<file path="src/rtl/reg_bank_pkg.sv">
// Shared constants for the register bank: opcodes, widths and state encoding.
package reg_bank_pkg;

    localparam int DATA_W    = 8;
    localparam int REG_COUNT = 8;
    localparam int IDX_W     = 3;

    localparam logic [2:0] OP_NOP  = 3'd0;
    localparam logic [2:0] OP_LOAD = 3'd1;
    localparam logic [2:0] OP_INC  = 3'd2;
    localparam logic [2:0] OP_DEC  = 3'd3;
    localparam logic [2:0] OP_CLR  = 3'd4;
    localparam logic [2:0] OP_MOV  = 3'd5;
    localparam logic [2:0] OP_SWAP = 3'd6;
    localparam logic [2:0] OP_ADD  = 3'd7;

    typedef enum logic {
        ST_IDLE  = 1'b0,
        ST_SWAP2 = 1'b1
    } state_t;

endpackage

</file>
<file path="src/rtl/reg_bank_alu.sv">
// Combinational arithmetic for INC/DEC/ADD; result and flags are only consumed for those opcodes.
module reg_bank_alu
    import reg_bank_pkg::*;
#(
    parameter int WIDTH = DATA_W
) (
    input  logic [2:0]       op,
    input  logic [WIDTH-1:0] a,
    input  logic [WIDTH-1:0] b,
    output logic [WIDTH-1:0] result,
    output logic             carry,
    output logic             zero
);

    logic [WIDTH:0] sum;

    always_comb begin
        sum    = '0;
        result = '0;
        carry  = 1'b0;
        case (op)
            OP_INC: begin
                sum    = {1'b0, a} + {{WIDTH{1'b0}}, 1'b1};
                result = sum[WIDTH-1:0];
                carry  = sum[WIDTH];
            end
            OP_DEC: begin
                // borrow happens exactly when the operand was zero
                result = a - {{(WIDTH-1){1'b0}}, 1'b1};
                carry  = (a == '0);
            end
            OP_ADD: begin
                sum    = {1'b0, a} + {1'b0, b};
                result = sum[WIDTH-1:0];
                carry  = sum[WIDTH];
            end
            default: begin
                result = a;
                carry  = 1'b0;
            end
        endcase
        zero = (result == '0);
    end

endmodule

</file>
<file path="src/rtl/register_bank.sv">
// Eight-entry architectural register bank with a single write port, command decode and two-cycle SWAP.
module register_bank
    import reg_bank_pkg::*;
#(
    parameter int WIDTH = DATA_W,
    parameter int NREGS = REG_COUNT
) (
    input  logic             CLK,
    input  logic             RESET,
    input  logic             VALID,
    input  logic [2:0]       OP,
    input  logic [2:0]       DST,
    input  logic [2:0]       SRC,
    input  logic [WIDTH-1:0] DIN,
    output logic             BUSY,
    output logic             DONE,
    output logic             CARRY,
    output logic             ZERO,
    output logic [WIDTH-1:0] R0,
    output logic [WIDTH-1:0] R1,
    output logic [WIDTH-1:0] R2,
    output logic [WIDTH-1:0] R3,
    output logic [WIDTH-1:0] R4,
    output logic [WIDTH-1:0] R5,
    output logic [WIDTH-1:0] R6,
    output logic [WIDTH-1:0] R7
);

    logic [WIDTH-1:0] regs [NREGS];
    logic [WIDTH-1:0] temp;
    logic [IDX_W-1:0] swap_dst;
    state_t           state;

    logic [WIDTH-1:0] alu_result;
    logic             alu_carry;
    logic             alu_zero;

    reg_bank_alu #(.WIDTH(WIDTH)) u_alu (
        .op     (OP),
        .a      (regs[DST]),
        .b      (regs[SRC]),
        .result (alu_result),
        .carry  (alu_carry),
        .zero   (alu_zero)
    );

    always_ff @(posedge CLK) begin
        if (RESET) begin
            for (int i = 0; i < NREGS; i++) regs[i] <= '0;
            temp     <= '0;
            swap_dst <= '0;
            CARRY    <= 1'b0;
            ZERO     <= 1'b0;
            DONE     <= 1'b0;
            state    <= ST_IDLE;
        end else begin
            DONE <= 1'b0;
            case (state)
                ST_IDLE: begin
                    if (VALID) begin
                        DONE <= (OP != OP_SWAP);
                        case (OP)
                            OP_LOAD: regs[DST] <= DIN;
                            OP_INC, OP_DEC, OP_ADD: begin
                                regs[DST] <= alu_result;
                                CARRY     <= alu_carry;
                                ZERO      <= alu_zero;
                            end
                            OP_CLR:  regs[DST] <= '0;
                            OP_MOV:  regs[DST] <= regs[SRC];
                            OP_SWAP: begin
                                // first half: park SRC, overwrite it with DST
                                temp      <= regs[SRC];
                                regs[SRC] <= regs[DST];
                                swap_dst  <= DST;
                                state     <= ST_SWAP2;
                            end
                            default: ;
                        endcase
                    end
                end
                ST_SWAP2: begin
                    regs[swap_dst] <= temp;
                    DONE           <= 1'b1;
                    state          <= ST_IDLE;
                end
                default: state <= ST_IDLE;
            endcase
        end
    end

    assign BUSY = (state == ST_SWAP2);

    assign R0 = regs[0];
    assign R1 = regs[1];
    assign R2 = regs[2];
    assign R3 = regs[3];
    assign R4 = regs[4];
    assign R5 = regs[5];
    assign R6 = regs[6];
    assign R7 = regs[7];

endmodule

</file>
<file path="config.mk">
export PLATFORM = sky130hd
export DESIGN_NAME = register_bank
export DESIGN_NICKNAME = d
export VERILOG_FILES = /design/src/rtl/reg_bank_pkg.sv /design/src/rtl/reg_bank_alu.sv /design/src/rtl/register_bank.sv
export SDC_FILE = /design/constraint.sdc
export NUM_CORES = 1
export LEC_CHECK = 0
export CORE_MARGIN = 2
export CORE_UTILIZATION = 45
export DETAILED_ROUTE_END_ITERATION = 10
export DONT_BUFFER_PORTS = 1
export GPL_TIMING_DRIVEN = 0
export PLACE_DENSITY = 0.62
export SYNTH_ARGS = -nofsm -noshare
export SYNTH_HDL_FRONTEND = slang
export SYNTH_SLANG_ARGS = --single-unit
</file>
<file path="constraint.sdc">
create_clock -name CLK -period 12.2 [get_ports CLK]
set_clock_uncertainty 0.2 [all_clocks]
set_input_delay 1.22 -clock CLK [delete_from_list [all_inputs] [get_ports CLK]]
set_output_delay 1.22 -clock CLK [all_outputs]
set_load 0.02 [all_outputs]
</file>
======== Word level (Yosys, flattened, before mapping) ========
Memory sizes are Yosys's and may differ from the RTL's.
Index checks and enable logic that the tools add are counted.
word-level totals
  memories kept ........................... 1
  memory bits (writable) .................. 64
  logic and storage cells ................. 77
  output and inout bits ................... 68
  bits in registers ....................... 15
  bits of input ports ..................... 20
memory list
  name  depth  width  read ports  clocked after memory_dff  wr ports  line                 source
  regs  8      8      10          0                         8         register_bank.sv:29  logic [WIDTH-1:0] regs [NREGS];
operators by class
  bitwise operators ....................... 4
  reductions and logical operators ........ 8
  multiplexer cells ....................... 47
  add/subtract/negate cells ............... 3
  equality and inequality tests ........... 8
operators with widths
  operator                                                               number
  8-bit 2-to-1 mux                                                       6
  1-bit 2-to-1 mux                                                       34
  8-bit one-hot mux with 3 select lines                                  1
  8-bit OR reduction                                                     3
  8-bit zero test                                                        2
  3-bit equality test, second input constant                             4
  8-bit by 1-bit adder with 9-bit output, second input constant          1
  8-bit by 8-bit adder with 9-bit output                                 1
  3-bit 2-to-1 mux                                                       3
  8-bit by 1-bit subtractor with 8-bit output, second input constant     1
  3-bit by 2-bit equality test with 1-bit output, second input constant  2
  3-bit AND reduction                                                    2
  1-bit one-hot mux with 2 select lines                                  2
  3-bit by 1-bit equality test with 1-bit output, second input constant  1
  3-bit inequality test, second input constant                           1
  1-bit bitwise OR                                                       3
  1-bit one-hot mux with 3 select lines                                  1
  3-bit OR reduction                                                     1
  1-bit NOT                                                              1

======== Logic depth before layout (Yosys ltp) ========
Gate-level depths: netlist (run 1).
  depth after elaboration ................. 14
  gate-level depth with buffers ........... 19
  depth with buffers taken out ............ 15

======== Modules after synthesis ========
From an unflattened synthesis (run 1), not the netlist that was laid out.
unflattened totals
  cells, all modules ...................... 563
  area, all modules ....................... 5601.6 um2
modules (own cells, without submodules)
  module         sequential area each (um2)  cells an instance  area each (um2)  times used
  register_bank  2222.1                      413                4548.1           1
  reg_bank_alu   0.0                         150                1053.5           1

======== Worst setup path before layout (run 1) ========
Ideal clock, no wire load.
  kind .................................... input -> register
  from .................................... in SRC[0]
  to ...................................... mem regs[0][5] (netlist bit) (data pin)
  data arrival time ....................... 4478 ps
  slack ................................... 7260 ps
  buffers on the path ..................... 2
  stages on the path ...................... 14
  path through ............................ buf_2 buf_2 mux4_2 mux2i_1 inv_1 ha_1 a211oi_1 o21bai_1 mux2_2 a221o_1 a311oi_2 a21oi_2 o221ai_4 nor2_1
RTL lines
  item         line                 source
  from (decl)  register_bank.sv:13  input logic [2:0] SRC,
  to (decl)    register_bank.sv:29

==> results of run 1 <==
-- cell usage after synthesis, drive strengths merged, types with 8 or more instances --
library cell,n
edfxtp,64
o21ai,9
o22ai,8
nand3,20
nand2b,14
nor2b,8
mux4,31
a31oi,9
mux2,10
dfxtp,15
nor2,101
nand4,8
mux2i,20
buf,19
clkbuf,9
nor3,17
nor3b,13
inv,18
ha,11
nand2,46
a21oi,19
-- tightest hold or removal path, stage by stage (launching register included) --
cell and delay [ns]:
dfxtp_1 0.31, nand2_1 0.05, a21oi_1 0.05
-- registers in the layout, summed over array words and instances (netlist names) --
signal    count
BUSY          1
DONE          1
temp          8
CARRY         1
ZERO          1
swap_dst      3
regs         64
-- worst min-delay path by stage --
stage / start / end / slack [ns] / depth (start not counted)
detailed placement: swap_dst[2] / swap_dst[2] / 0.25 / 2
CTS: swap_dst[2] / swap_dst[2] / 0.26 / 2
floorplan: swap_dst[0] / swap_dst[0] / 0.24 / 2
global placement: swap_dst[0] / swap_dst[0] / 0.25 / 2
global route: swap_dst[1] / swap_dst[1] / 0.27 / 2
finish: swap_dst[2] / swap_dst[2] / 0.26 / 2
-- cells by family after synthesis --
group                      Yosys count  synth area share (%)
and+or+nand+nor                    245                  20.6
AOI/OAI and AO/OA                   96                  13.2
DFF                                 79                  39.8
muxes                               61                  19.3
buffers and inverters               46                  4.01
adders and majority gates           12                  2.82
xor gates and xnor gates             2                 0.314
-- power by group --
part | internal, mW | leakage (nW) | total (mW) | switching (mW)
sequential | 0.304 | 0.786 | 0.332 | 0.0286
clock | 0.143 | 0.144 | 0.263 | 0.120
combinational | 0.0619 | 1.23 | 0.163 | 0.101
-- through the flow --
stage          instances  power (mW)  setup WS, ns  hold WS (ns)  instance area, um2
2_1_floorplan        541       0.449          7.26         0.237                5580
3_3_place_gp         709       0.493          6.35         0.248                5790
3_5_place_dp         709       0.496          6.32         0.251                5790
4_1_cts              725       0.755          6.66         0.260                6080
5_1_grt              725       0.781          6.28         0.273                6080
6_report             725       0.758          6.53         0.261                6080
-- placed cells by master, fill, tap and decap left out, types with 5 or more instances in the layout --
cell type / instances
nand3_1: 20
buf_1: 5
o22ai_1: 8
a31oi_1: 9
nor3b_1: 13
nor3_1: 17
nand2b_1: 14
dfxtp_1: 15
clkbuf_16: 9
nor2_1: 100
clkbuf_1: 8
nor2b_1: 8
a21oi_1: 16
a221o_1: 5
o21ai_0: 7
ha_1: 11
inv_1: 16
nand4_1: 8
mux2_2: 10
nand2_1: 46
edfxtp_1: 64
a211oi_1: 5
and3_1: 6
mux4_2: 27
mux2i_1: 14
inv_6: 5
buf_2: 9
-- per-layer routing --
metal | global-route usage [%] | vias to the layer above | part of all wire, %
met5 | 0 | - | 0
met4 | 11.3 | 0 | 3.0
met3 | 7.75 | 54 | 11
met2 | 45.3 | 341 | 47
met1 | 36.9 | 2390 | 39
li1 | - | 2091 | -
-- final cells by class --
cell class / count / share of cell area (%)
multi-input combinational: 416 / 51.6
sequential: 79 / 36.6
clock buffer: 9 / 3.71
tap: 168 / 3.46
buffer: 28 / 2.57
inverter: 18 / 1.11
clock inverter: 7 / 0.988
==> out/results.ini, run 1 <==
[worst_setup_path]
worst_path_largest_cell_delay_ns=0.57
cp_num_buf_inv=3
worstPathCellList=clkbuf_1, clkbuf_1, mux4_2, mux2i_1, inv_1, ha_1, a211oi_1, o21bai_1, a2111oi_0, nor3_1, xnor2_1, o22ai_1, a21oi_2, nor2_1
path_common_cell=clkbuf_1
crit_cells=14
crit_required_ns=12.07
worstSetupPathType=in -> reg
startpoint_type=input pin
crit_arrival_ns=5.54
cp_max_fo=10
worst_setup_path_end_kind=register
cp_top_family=compound AO/OA/AOI/OAI gates
cp-endpoint=regs[0][7]
timing.rr.end=regs[0][7]
rr_worst_depth=12
crit_slowest_cell=clkbuf_1
r2r-start=regs[6][1]
startpoint=SRC[1]
rrSetupSlack_ns=7.74

[die]
pin_count=88
fp.dieW_um=115
initial_utilization_pct=46.3
core.rowCount=40
core_um2=12100
die_h_um=115
die_area_um2=13300

[detailed_routing]
drt_iter0_drc=982
vias_per_cell=6.73
ant_nets=0
wl_per_cell_um=25.5
vias=4876
drt-total-wl_mm=18.5
drc=0
dr.pass1.iters=5

[cells_and_area]
regArea_um2=2220
fillers=1108
final_util_pct=50.4
final_nets=584
synthToLayoutAreaGrowth_pct=8.87
drive_above_1_share_pct=15.8
diodes=0
multiInputGateArea_um2=3140

[clock_tree]
cts_resized=0
h-tree-depth=3
cts_hold_buffers=0
max-clock-path-buffers=2
postCtsSetupBuffers=0
root_buffer=clkbuf_16
cts_buffers=9
clock-sinks=79
cts_tree=yes
clkTransAtPathRegs_ns=0.07
clk_latency_ns=0.35

[global_routing]
grt_pass1_wl_mm=28.2
first_global_vias=4675
grt_max_degree=17
grt_usage_pct=28.4
antenna_found_initial=0
overflow=0

[synthesis]
synthTopCellsByArea=edfxtp_1 (34%), mux4_2 (11%), nor2_1 (6.7%), dfxtp_1 (5.4%), nand2_1 (3.1%)
syn_area_per_cell_um2=10.3
syn-cell-area_um2=5580
syn_nets=573
postSynth.asyncResetShare_pct=0
synth.top_cell.area_share_pct=34.4
synth_warnings=0
synthFlopType=edfxtp_1
ys_seq_elements=79
synthCells=541
synth_top_area_cell=edfxtp_1
yosysSeqAreaShare_pct=39.8
ys_types=65
synth-edff-count=64

[worst_hold_path]
hold_class=reg -> reg

[timing]
hold_violations=0
final-max-slew-violation-count=0
worst_pin_slew_ns=1.04
rsz0062_at_grt=false
finalSetupViolCount=0
tns_ns=0
period_needed_ns=5.67
fmax_mhz=176
fin_crit_sh_pct=46.5
slew_headroom_pct=30.1

[pwr]
leakagePower_nw=2.16
cellPowerDensity_nw_per_um2=125
peakVddDrop_mv=0.0961

[job]
drv_cap=0

[placed_design]
dp_hpwl_mm=14.6
numPortBuffers=0
gp_congestion=0.955

[status]
outcome=finished, final reports clean

Power figures use the tool's default switching activity.
==> inputs of run 2 (changes only) <==
==> constraint.sdc (replaced) <==
create_clock -name CLK -period 5.75 [get_ports CLK]
set_clock_uncertainty 0.2 [all_clocks]
set_input_delay 0.575 -clock CLK [delete_from_list [all_inputs] [get_ports CLK]]
set_output_delay 0.575 -clock CLK [all_outputs]
set_load 0.02 [all_outputs]
==> results of run 2 <==
The final DEF is identical to that of run 1. Status: finished, final reports clean.
Main changes from that run: setup slack after placement 6.32 ns -> 0.515 ns; setup slack after layout 6.53 ns -> 0.722 ns; hold slack 0.261 ns -> 0.189 ns; register-to-register setup slack 7.74 ns -> 1.29 ns; end point of the worst hold path swap_dst[2] -> DONE; total power 0.758 mW -> 1.61 mW; worst IR drop on VDD 0.0961 mV -> 0.204 mV
==> edit 1 (settings of run 2) <==
Set the package constant `DATA_W` to 6 (it was 8).
--- a/src/rtl/reg_bank_pkg.sv
+++ b/src/rtl/reg_bank_pkg.sv
@@ -3,3 +3,3 @@
 
-    localparam int DATA_W    = 8;
+    localparam int DATA_W    = 6;
     localparam int REG_COUNT = 8;
Ports: changed (9 resized); port bits go from 88 to 70. No check against the original RTL was run, so the function may have changed too.
==> edit 1 against run 2 <==
Total power fell by 28%. Non-clock buffer count decreased by 5. Sequential power down 24%. Sequential cell count shrank 18. Routed wire length down 32%. Largest power group unchanged. Critical endpoint is now regs[7][1]. Final area down 27%. Synthesized cell count is 28% lower. Sequential share of layout area rose by 1.7 points. Hold slack got worse by 0.024 ns. Area after synthesis decreased by 26%. Setup slack better by 0.090 ns. Global-route usage decreased by 2.5 points. Critical path depth shrank 2.
==> edit 1: results (changes against run 2) <==
[synthesis]
synth_compound_area_share_pct = 13.85  ; +0.67 points
synth_edf_count = 48  ; -25%
synthDistinctLibCells = 61  ; -6.2%
ys_seq_area_share_pct = 41.39  ; +1.6 points
synthTopCellsByCount = 49 x nor2_1, 48 x edfxtp_1, 24 x mux4_2
synth_area_leaders = edfxtp_1 35%, mux4_2 13%, dfxtp_1 6.3%
syn-cell-area_sq_um = 4111  ; -26%
syn_nets = 420  ; -27%
synth_xor_area_share_pct = 0.6391  ; +0.33 points

[place]
post-dp-hpwl_um = 9543  ; -35%
globalplace.congestion = 0.9427  ; -1.3%

[power_and_ir_drop]
p_int_w = 0.0007841  ; -27%
combPwrFrac_pct = 19.0  ; -2.5 points
pwr-share-seq_pct = 46.3  ; +2.4 points
leakage_nw = 1.579  ; -27%

[global_routing]
grt_use_total_pct = 25.92  ; -2.5 points
met3_usage_pct = 6.957  ; -0.79 points
met2_usage_pct = 41.27  ; -4.0 points
grt_max_degree = 14  ; -3
grt_pass1_vias = 3312  ; -29%

[status]
status = finished, final reports clean

[critical_path]
cp-startpoint = regs[7][0]
arrival_ns = 4.81  ; -0.09 ns
critPathSlowestCell = a2111oi_0
crit_fanout = 8  ; -2
cpPeakStageDelay_ns = 0.67  ; +0.10 ns

[clock_network]
clockRootBuffer = clkbuf_8

[route]
dr_wl_met2_um = 6070  ; -31%
wl_met1_um = 5176  ; -28%
first_iter_violations = 279  ; -72%
route.met3.wl_um = 1037  ; -49%

[cells_and_area]
num-fill-cells = 817  ; -26%
finalNetCount = 431  ; -26%
reg_top3 = regs x48, temp x6, swap_dst x3

[timing]
fin_hold_ws_ns = 0.1645  ; -0.02417 ns
tightestPinTransition_ns = 1.057  ; +0.01344 ns

-- edit 1: cell types whose count changed after synthesis, moves of 7 or more --
cell	change
nand3_1	-8
edfxtp_1	-16
clkbuf_1	+9
mux2_2	-8
nand2_1	-24
a21oi_1	+7
nor3b_1	-13
nor2_1	-51
-- edit 1: per-stage QoR --
stage | utilization [%] | total power (W) | setup WS (ns) | cells | area (sq um)
after global routing | 50.57 | 0.001196 | 0.5025 | 516 | 4453
final | 50.57 | 0.001152 | 0.8116 | 516 | 4453
after floorplan | - | 0.0006984 | 1.556 | 392 | 4111
after CTS | 50.57 | 0.001152 | 0.8528 | 516 | 4453
after global placement | 48.22 | 0.0007552 | 0.6308 | 500 | 4247
after detailed placement | 48.22 | 0.0007578 | 0.5969 | 500 | 4247
-- edit 1: final cells by class --
type                            count  area share, %
Multi-Input combinational cell    291          50.30
Sequential cell                    61          38.21
Tap cell                          108          3.035
Clock buffer                        9          2.782
Buffer                             23          2.388
Clock inverter                      7          1.854
Inverter                           17          1.433
==> edit 2 (config.mk and constraints of run 2) <==
Without the edit above. Register the output `R4`, with the module's reset; this adds one clock of latency there. The other outputs are not delayed to match.
--- a/src/rtl/register_bank.sv
+++ b/src/rtl/register_bank.sv
@@ -97,3 +97,9 @@
     assign R3 = regs[3];
-    assign R4 = regs[4];
+    always_ff @(posedge CLK) begin
+        if (RESET) begin
+            R4 <= '0;
+        end else begin
+            R4 <= regs[4];
+        end
+    end
     assign R5 = regs[5];
Function: changed (a bounded check fails within 4 cycles, from zero or initial values and one cycle with RESET high).
==> edit 2 against run 2 <==
Final area increased by 6.9%. Count of clock-buffer cells in the layout is the same. First-iteration DRC count shrank 33%. Routed wire length up 1.5%. Setup slack improved by 0.19 ns. Critical path depth is 2 higher. Sequential power increased by 8.2%. Sequential cell count rose by 8. Clock power rose by 5.6%. Via count rose by 2.9%. Area after synthesis up 7.0%. Maximum frequency up 3.9%. Total power up 5.3%. Critical path type unchanged.
==> edit 2: results (changes against run 2) <==
[route]
routedWlPerCell_um = 24.29  ; -4.9%
vias = 5016  ; +2.9%
wirelength_um = 18800  ; +1.5%
dr.pass1.iters = 6  ; +1
first_iter_violations = 656  ; -33%

[cells_and_area]
num_antenna_cells = 0  ; unchanged
finalNetCount = 625  ; +7.0%
reg_top3 = regs x64, R4 x8, temp x8
drive_gt1_share_pct = 16.72  ; +0.92 points

[synthesis]
ys_dominant_reg_cell = edfxtp_1
synth_edf_count = 64  ; unchanged
synth-async-reset-ratio_pct = 0  ; unchanged
ys_seq_area_share_pct = 39.87  ; +0.063 points
synthDistinctLibCells = 82  ; +26%
synth_area_leaders = edfxtp_1 32%, mux4_2 9.8%, dfxtp_1 7.7%
avgSynthCellArea_sq_um = 10.27  ; -0.50%
syn_nets = 614  ; +7.2%
synth_warnings = 0  ; unchanged
synthTopCellsByCount = 68 x nor2_1, 64 x edfxtp_1, 45 x nand2_1

[power_and_ir_drop]
max-vdd-ir-drop_uv = 196.9  ; -3.5%
power_switching_w = 0.0005233  ; -1.2%
leakage_nw = 2.241  ; +3.6%

[critical_path]
r2r_setup_slack_ns = 1.15  ; -0.14 ns
arrival_ns = 4.71  ; -0.19 ns

[status]
status = finished, final reports clean

[clock_network]
cts_resized = 0  ; unchanged
clockRootBuffer = clkbuf_16
cts_setup_buffers = 0  ; unchanged
clk_path_buf_depth = 2  ; unchanged

[place]
placedCellCount = 758  ; +6.9%
placement.cell_area_sq_um = 6196  ; +7.0%
post-dp-hpwl_um = 14950  ; +2.6%
globalplace.congestion = 0.9656  ; +1.1%

[timing]
slew_headroom_pct = 19.15  ; -11 points
fin_hold_ws_ns = 0.1707  ; -0.01803 ns

[global_routing]
grt_pass1_vias = 4787  ; +2.4%
grt_max_degree = 16  ; -1
grt_use_total_pct = 26.78  ; -1.6 points
antenna_found_initial = 0  ; unchanged
grt_pass1_wl_um = 28750  ; +2.1%

[worst_hold_path]
hold_class = in2reg

[edit 2: changes by cell type in the layout (fill, tap and decap cells not counted), moves of 8 or more]
cell,before,now
nor3b_1,13,2
a21oi_1,16,43
nor3b_2,0,8
dfxtp_1,15,23
nor2_1,100,68
o21ai_0,7,16
nor2b_1,8,19
nand3_1,20,29
[edit 2: final timing paths]
path / startpoint / end / cells past startpoint
hold / removal: VALID / DONE / 2
setup / recovery: SRC[1] / regs[4][6] / 16
setup reg to reg: regs[1][0] / regs[4][6] / 14
hold reg to reg: swap_dst[2] / swap_dst[2] / 2
[edit 2: metrics by stage]
step	setup slack [ns]	total power [W]
2_1_floorplan	1.444	0.001017
3_3_place_gp	0.7444	0.001103
4_1_cts	1.005	0.001683
3_5_place_dp	0.6448	0.001108
6_report	0.9122	0.001693
5_1_grt	0.7643	0.001752
[edit 2: critical path: stages]
cell,delay [ns]
clkbuf_1,0.36
clkbuf_1,0.54
mux4_2,0.40
mux2i_1,0.32
inv_1,0.14
ha_1,0.25
inv_1,0.07
fa_1,0.20
nor2b_1,0.07
o31a_1,0.25
o21ai_0,0.31
nand3_1,0.12
o2111ai_1,0.17
nand4_2,0.17
a221oi_4,0.66
nor3b_2,0.09
[edit 2: routing by layer]
| metal | share of wire, % | wire length (um) | vias to the layer above | track usage (%) |
|---|---|---|---|---|
| met1 | 40 | 7472 | 2440 | 34.50 |
| li1 | - | - | 2244 | - |
| met2 | 47 | 8891 | 280 | 42.92 |
| met5 | 0 | 0 | - | 0 |
| met3 | 9.3 | 1750 | 52 | 6.513 |
| met4 | 3.6 | 682 | 0 | 11.68 |
[edit 2: power by group through the flow]
stage | registers, W | logic (W) | clock network, W
after detailed placement | 0.000776 | 0.000331 | 0
after global placement | 0.000775 | 0.000329 | 0
after CTS | 0.000763 | 0.000334 | 0.000587
final | 0.000763 | 0.000341 | 0.000589
after floorplan | 0.000760 | 0.000256 | 0
after global routing | 0.000766 | 0.000370 | 0.000616
[edit 2: final cells by class]
| cell class | count | area (sq um) |
|---|---|---|
| clock buffer | 9 | 225.2 |
| buffer | 29 | 157.7 |
| clock inverter | 7 | 68.82 |
| multi-input combinational | 450 | 3382 |
| sequential | 87 | 2382 |
| tap | 176 | 220.2 |
| inverter | 16 | 60.06 |
| fill | 1230 | 6589 |
[edit 2: cells by family after synthesis]
group                      Yosys count  synth area share [%]
AOI/OAI and AO/OA                  139                 16.35
xor gates and xnor gates             3                0.4398
buffers and inverters               45                 3.643
and+or+nand+nor                    241                 21.31
adders and majority gates           12                 2.638
muxes                               55                 15.75
DFF                                 87                 39.87
